==> config.mk <==
export PLATFORM = sky130hd
export DESIGN_NAME = regfile_write_arbiter
export DESIGN_NICKNAME = d
export VERILOG_FILES = /design/src/rtl/regfile_arb_pkg.sv /design/src/rtl/lu_hold_buf.sv /design/src/rtl/regfile_write_arbiter.sv
export SDC_FILE = /design/constraint.sdc
export NUM_CORES = 1
export LEC_CHECK = 0
export BUFFER_PORTS_ARGS = -buffer_cell sky130_fd_sc_hd__buf_4
export CAP_MARGIN = 0
export CELL_PAD_IN_SITES_DETAIL_PLACEMENT = 0
export CELL_PAD_IN_SITES_GLOBAL_PLACEMENT = 1
export CORE_MARGIN = 5
export CORE_UTILIZATION = 41
export DETAILED_ROUTE_END_ITERATION = 6
export GPL_TIMING_DRIVEN = 0
export PLACE_DENSITY = 0.9
export SLEW_MARGIN = 40
export SYNTH_ARGS = -nofsm -noshare
export SYNTH_HDL_FRONTEND = slang
export SYNTH_HIERARCHICAL = 1
export SYNTH_SLANG_ARGS = --single-unit
==> constraint.sdc <==
create_clock -name clock -period 2.7 [get_ports clock]
set_input_delay 0.27 -clock clock [delete_from_list [all_inputs] [get_ports clock]]
set_output_delay 0.27 -clock clock [all_outputs]
set_load 0.005 [all_outputs]
==> src/rtl/regfile_arb_pkg.sv <==
// Shared types for the register-file write-port arbiter: width defaults,
// FSM state encoding, grant encoding and a saturating counter helper.
package regfile_arb_pkg;

  localparam int DEF_DATA_W     = 32;
  localparam int DEF_ADDR_W     = 5;
  localparam int DEF_STARVE_MAX = 4;

  typedef enum logic [1:0] {
    S_EMPTY = 2'd0,
    S_PEND  = 2'd1,
    S_FORCE = 2'd2
  } arb_state_e;

  typedef enum logic [1:0] {
    G_NONE = 2'd0,
    G_WB   = 2'd1,
    G_BUF  = 2'd2
  } arb_grant_e;

  function automatic logic [15:0] sat16_inc(input logic [15:0] v);
    return (v == 16'hFFFF) ? v : (v + 16'd1);
  endfunction

endpackage

==> src/rtl/lu_hold_buf.sv <==
// One-entry holding buffer for a long-latency unit result.
// Drop and drain both empty it; the held register reads as 0 when empty.
module lu_hold_buf
  import regfile_arb_pkg::*;
#(
  parameter int DATA_W = DEF_DATA_W,
  parameter int ADDR_W = DEF_ADDR_W
) (
  input  logic              clock,
  input  logic              resetn,
  input  logic              load,
  input  logic              drop,
  input  logic              drain,
  input  logic [ADDR_W-1:0] in_reg,
  input  logic [DATA_W-1:0] in_data,
  output logic              valid,
  output logic [ADDR_W-1:0] hold_reg,
  output logic [DATA_W-1:0] hold_data
);

  // Buffer entry: emptying takes precedence over loading
  always_ff @(posedge clock or negedge resetn) begin
    if (!resetn) begin
      valid     <= 1'b0;
      hold_reg  <= '0;
      hold_data <= '0;
    end else if (drop || drain) begin
      valid     <= 1'b0;
      hold_reg  <= '0;
      hold_data <= '0;
    end else if (load) begin
      valid     <= 1'b1;
      hold_reg  <= in_reg;
      hold_data <= in_data;
    end
  end

endmodule

==> src/rtl/regfile_write_arbiter.sv <==
// Arbitrates the register file's single write port between pipeline writeback
// and a buffered long-latency unit. Define ARB_STATS_EN for conflict/force counters.
module regfile_write_arbiter
  import regfile_arb_pkg::*;
#(
  parameter int DATA_W     = DEF_DATA_W,
  parameter int ADDR_W     = DEF_ADDR_W,
  parameter int STARVE_MAX = DEF_STARVE_MAX
) (
  input  logic              clock,
  input  logic              resetn,
  input  logic              wb_valid,
  input  logic [ADDR_W-1:0] wb_reg,
  input  logic [DATA_W-1:0] wb_data,
  output logic              wb_stall,
  input  logic              lu_valid,
  input  logic [ADDR_W-1:0] lu_reg,
  input  logic [DATA_W-1:0] lu_data,
  output logic              lu_ready,
  output logic              rf_we,
  output logic [ADDR_W-1:0] rf_waddr,
  output logic [DATA_W-1:0] rf_wdata,
`ifdef ARB_STATS_EN
  output logic [15:0]       stat_conflicts,
  output logic [15:0]       stat_forced,
`endif
  output logic              buf_busy,
  output logic [ADDR_W-1:0] buf_reg
);

  localparam int CNT_W = (STARVE_MAX < 2) ? 1 : $clog2(STARVE_MAX + 1);
  localparam logic [CNT_W-1:0] CNT_MAX = CNT_W'(STARVE_MAX);

  arb_state_e        state_r, state_nxt_s;
  arb_grant_e        grant_s;
  logic [CNT_W-1:0]  starve_cnt_r, cnt_nxt_s, cnt_inc_s;
  logic              load_s, drop_s, drain_s;
  logic              buf_valid_s;
  logic [ADDR_W-1:0] buf_reg_s;
  logic [DATA_W-1:0] buf_data_s;
  logic              wr_en_s;
  logic [ADDR_W-1:0] wr_addr_s;
  logic [DATA_W-1:0] wr_data_s;

  lu_hold_buf #(.DATA_W(DATA_W), .ADDR_W(ADDR_W)) u_buf (
    .clock     (clock),
    .resetn    (resetn),
    .load      (load_s),
    .drop      (drop_s),
    .drain     (drain_s),
    .in_reg    (lu_reg),
    .in_data   (lu_data),
    .valid     (buf_valid_s),
    .hold_reg  (buf_reg_s),
    .hold_data (buf_data_s)
  );

  // Grant selection: a forced buffer write beats WB, otherwise WB has priority
  always_comb begin
    grant_s = G_NONE;
    case (state_r)
      S_FORCE: grant_s = G_BUF;
      S_PEND:  begin
        if (wb_valid) grant_s = G_WB;
        else          grant_s = G_BUF;
      end
      S_EMPTY: begin
        if (wb_valid) grant_s = G_WB;
        else          grant_s = G_NONE;
      end
      default: grant_s = G_NONE;
    endcase
  end

  assign wb_stall = wb_valid && (grant_s != G_WB);
  assign lu_ready = (state_r == S_EMPTY);
  assign buf_busy = buf_valid_s;
  assign buf_reg  = buf_reg_s;
  assign cnt_inc_s = (starve_cnt_r == CNT_MAX) ? starve_cnt_r : (starve_cnt_r + {{(CNT_W-1){1'b0}}, 1'b1});

  // Next state, starvation count and buffer control
  always_comb begin
    state_nxt_s = state_r;
    cnt_nxt_s   = starve_cnt_r;
    load_s      = 1'b0;
    drop_s      = 1'b0;
    drain_s     = 1'b0;
    case (state_r)
      S_EMPTY: begin
        cnt_nxt_s = '0;
        if (lu_valid) begin
          load_s      = 1'b1;
          state_nxt_s = S_PEND;
        end else begin
          state_nxt_s = S_EMPTY;
        end
      end
      S_PEND, S_FORCE: begin
        if (grant_s == G_BUF) begin
          drain_s     = 1'b1;
          cnt_nxt_s   = '0;
          state_nxt_s = S_EMPTY;
        end else if ((grant_s == G_WB) && (wb_reg == buf_reg_s)) begin
          // younger WB result to the same register supersedes the buffered one
          drop_s      = 1'b1;
          cnt_nxt_s   = '0;
          state_nxt_s = S_EMPTY;
        end else if (grant_s == G_WB) begin
          cnt_nxt_s   = cnt_inc_s;
          state_nxt_s = (cnt_inc_s == CNT_MAX) ? S_FORCE : S_PEND;
        end else begin
          state_nxt_s = state_r;
        end
      end
      default: begin
        cnt_nxt_s   = '0;
        state_nxt_s = S_EMPTY;
      end
    endcase
  end

  // State and starvation counter registers
  always_ff @(posedge clock or negedge resetn) begin
    if (!resetn) begin
      state_r      <= S_EMPTY;
      starve_cnt_r <= '0;
    end else begin
      state_r      <= state_nxt_s;
      starve_cnt_r <= cnt_nxt_s;
    end
  end

  // Granted request to write-port values; register 0 is consumed without a write
  always_comb begin
    wr_en_s   = 1'b0;
    wr_addr_s = wb_reg;
    wr_data_s = wb_data;
    case (grant_s)
      G_WB: begin
        wr_en_s   = (wb_reg != '0);
        wr_addr_s = wb_reg;
        wr_data_s = wb_data;
      end
      G_BUF: begin
        wr_en_s   = (buf_reg_s != '0);
        wr_addr_s = buf_reg_s;
        wr_data_s = buf_data_s;
      end
      default: wr_en_s = 1'b0;
    endcase
  end

  // Write-port output registers; address/data hold unless a real write occurs
  always_ff @(posedge clock or negedge resetn) begin
    if (!resetn) begin
      rf_we    <= 1'b0;
      rf_waddr <= '0;
      rf_wdata <= '0;
    end else begin
      rf_we <= wr_en_s;
      if (wr_en_s) begin
        rf_waddr <= wr_addr_s;
        rf_wdata <= wr_data_s;
      end
    end
  end

`ifdef ARB_STATS_EN
  // Saturating statistics counters
  always_ff @(posedge clock or negedge resetn) begin
    if (!resetn) begin
      stat_conflicts <= 16'd0;
      stat_forced    <= 16'd0;
    end else begin
      if (wb_valid && buf_valid_s) stat_conflicts <= sat16_inc(stat_conflicts);
      if (grant_s == G_BUF && state_r == S_FORCE) stat_forced <= sat16_inc(stat_forced);
    end
  end
`endif

endmodule

==> impl_metrics.json <==
{
  "status": "complete, no violations",
  "syn_nets": 393,
  "hold_path_depth": 3,
  "grt_usage_pct": 16.2,
  "final_nets": 528,
  "hold_class": "in2reg",
  "syn_avg_cell_area_um2": 13.3,
  "drt_drc_violations_left": 0,
  "synth_seq_cells": 81,
  "setup_ws_ns": 0.354,
  "place_congestion": 0.806,
  "num_vias": 2840,
  "die_w_um": 110,
  "synth_cell_type_count": 38,
  "grt_max_degree": 82,
  "hold_viol": 0,
  "design.die.area_um2": 12100,
  "die_y_um": 110,
  "ant_nets": 0,
  "critical_path.max_fanout": 10,
  "synth.area.top_cells": "dfrtp_1, mux2_2, mux2_4, mux2i_1, nor2_1",
  "cp_data_required_time_ns": 2.96,
  "drive_gt1_share_pct": 51.6,
  "start_util_pct": 42.1,
  "syn_area_um2": 4110,
  "critPathKind": "reg2reg",
  "dr.pass1.iters": 4,
  "worstSetupStartpointType": "flop",
  "cts_sinks": 81,
  "synth_top_area_cell": "dfrtp_1",
  "slew_violations": 0,
  "tns_ns": 0,
  "wl_mm": 9.52,
  "grt_pass1_wl_mm": 15.3,
  "avgRoutedWirePerCell_um": 16.3,
  "clock_latency_ns": 0.34,
  "netlist.area_leader.share_pct": 49.3,
  "grt_pass1_vias": 3085,
  "post-cts-setup-buffer-count": 0,
  "largest_registers": "rf_wdata (32), u_buf/hold_data (32)",
  "pre_cts_ws_ns": 0.209,
  "r2r.worst_path.cells": 11,
  "worst_pin_slew_ns": 0.667,
  "reg2reg_from": "state_r[1]$_DFFE_PN0P_",
  "finalSetupViolCount": 0,
  "dp_hpwl_mm": 6.83,
  "fin_util_pct": 55.7,
  "avgViaCountPerCell": 4.87,
  "nFillCells": 880,
  "numCtsBuffers": 9,
  "multi_input_area_um2": 1900,
  "grt_setup_unrepaired": "false",
  "first_iter_violations": 104,
  "cts_tree": "yes",
  "relSlewSlack_pct": 55.5,
  "power_density_nw_per_um2": 977,
  "post-route-min-period_ns": 2.35,
  "areaGrowthSynthToFinish_pct": 32.5,
  "overflow": 0,
  "synth_warnings": 6,
  "clockBufferDepth": 2,
  "syn_inst": 310,
  "drv_cap": 0,
  "ir_worst_vdd_mv": 0.464,
  "reg2reg_setup_slack_ns": 0.35,
  "fmaxAchievable_mhz": 426,
  "coreArea_um2": 9770,
  "seq_area_um2": 2030,
  "io_buffers": 123,
  "antenna_cells": 0,
  "finalCritPeriodShare_pct": 86.9,
  "antenna_found_initial": 0,
  "cp-end-kind": "flop",
  "cts-root-buf": "clkbuf_8",
  "clk_pin_slew_ns": 0.09,
  "row_count": 36,
  "worstHoldStart": "lu_data[2]",
  "holdPathEnd": "u_buf/hold_data[2]$_DFFE_PN0P_",
  "clock_skew_ns": 0.0155,
  "r2r-end": "u_buf/hold_data[20]$_DFFE_PN0P_",
  "p_leak_nw": 2.61,
  "h-tree-depth": 3,
  "synth_seq_area_share_pct": 49.3,
  "io_pins": 124,
  "arrival_ns": 2.60
}
synthesized netlist by cell type, drive strengths merged:
cell type	instances
a21oi	2
a22o	1
a22oi	3
a2bb2oi	1
and2	4
and2b	2
buf	15
clkbuf	1
dfrtp	81
ha	5
inv	5
mux2	72
mux2i	37
nand2	6
nand3	5
nand3b	2
nor2	40
nor2b	1
nor3	3
nor3b	1
nor4	1
o211ai	6
o21ai	3
o31a	1
o31ai	4
or2	1
or4	1
or4b	1
xnor2	5
worst max-delay path by stage:
| stage | from | to | slack [ns] | cells after the start |
|---|---|---|---|---|
| CTS | state_r[1]$_DFFE_PN0P_ | u_buf/hold_data[8]$_DFFE_PN0P_ | 0.20 | 10 |
| global placement | state_r[1]$_DFFE_PN0P_ | u_buf/hold_data[7]$_DFFE_PN0P_ | 0.27 | 10 |
| finish | state_r[1]$_DFFE_PN0P_ | u_buf/hold_data[20]$_DFFE_PN0P_ | 0.35 | 11 |
| floorplan | state_r[1]$_DFFE_PN0P_ | u_buf/hold_data[10]$_DFFE_PN0P_ | 0.66 | 11 |
| detailed placement | state_r[1]$_DFFE_PN0P_ | u_buf/hold_data[8]$_DFFE_PN0P_ | 0.21 | 10 |
| global route | state_r[1]$_DFFE_PN0P_ | u_buf/hold_data[27]$_DFFE_PN0P_ | 0.19 | 11 |
layout by cell type, fill, tap and decap left out, drive strengths merged:
master | synthesis | layout
a21oi | 2 | 2
a22o | 1 | 1
a22oi | 3 | 3
a2bb2oi | 1 | 1
and2 | 4 | 4
and2b | 2 | 2
buf | 15 | 137
bufinv | 0 | 2
clkbuf | 1 | 12
clkinv | 0 | 2
clkinvlp | 0 | 1
dfrtp | 81 | 81
dlygate4sd3 | 0 | 1
ha | 5 | 5
inv | 5 | 6
mux2 | 72 | 72
mux2i | 37 | 37
nand2 | 6 | 6
nand3 | 5 | 5
nand3b | 2 | 2
nor2 | 40 | 40
nor2b | 1 | 1
nor3 | 3 | 3
nor3b | 1 | 1
nor4 | 1 | 1
o211ai | 6 | 6
o21ai | 3 | 3
o31a | 1 | 1
o31ai | 4 | 4
or2 | 1 | 1
or4 | 1 | 1
or4b | 1 | 1
xnor2 | 5 | 5
final cells by class:
class	instances	share of cell area (%)
buffer	16	3.10
clock buffer	10	2.53
timing repair buffer	124	17.3
multi-input combinational	208	34.8
sequential	81	37.2
clock inverter	6	1.65
inverter	5	0.345
tap	133	3.06
through the flow:
stage	power [W]	hold WS, ns	instance area [um2]	cells
final	0.00532	0.172	5450	583
after global routing	0.00571	0.159	5450	583
after CTS	0.00539	0.00275	5430	582
after detailed placement	0.00436	0.378	5200	566
after global placement	0.00430	0.496	5200	566
after floorplan	0.00344	-0.0256	4110	310
power by group:
group | internal, W | switching, W
registers | 0.00176 | 0.000352
logic | 0.00133 | 0.000882
clock network | 0.000550 | 0.000451
layer usage:
layer / vias up / GRT usage (%) / routed length (um)
met3: 12 / 3.61 / 692
met1: 1372 / 22.0 / 4240
li1: 1357 / - / -
met2: 99 / 25.4 / 4450
met4: 0 / 5.80 / 139
met5: - / 0 / 0
logic make-up after synthesis:
| group | synth area share [%] |
|---|---|
| mux | 31.4 |
| flops | 49.3 |
| simple gates | 7.88 |
| compound gates | 4.29 |
| buf+inv | 4.54 |
| xor+xnor | 1.07 |
| fa+ha+maj | 1.52 |
critical path, cell delays in order, from the launching register on:
cell and delay (ns):
dfrtp_1 0.37, buf_6 0.14, inv_1 0.06, ha_1 0.21, a22o_1 0.18, buf_2 0.20, buf_2 0.25, and2_1 0.18
or2_1 0.25, buf_6 0.16, buf_6 0.14, nor2_1 0.12
timing repair:
| action | CTS | global route |
|---|---|---|
| gates resized for setup | 0 | 2 |
| hold buffers | 0 | 1 |
| hold endpoints to repair | 0 | 11 |
| endpoints found under the setup margin | 0 | 8 |
No activity file was read; power rests on OpenSTA's default activity.
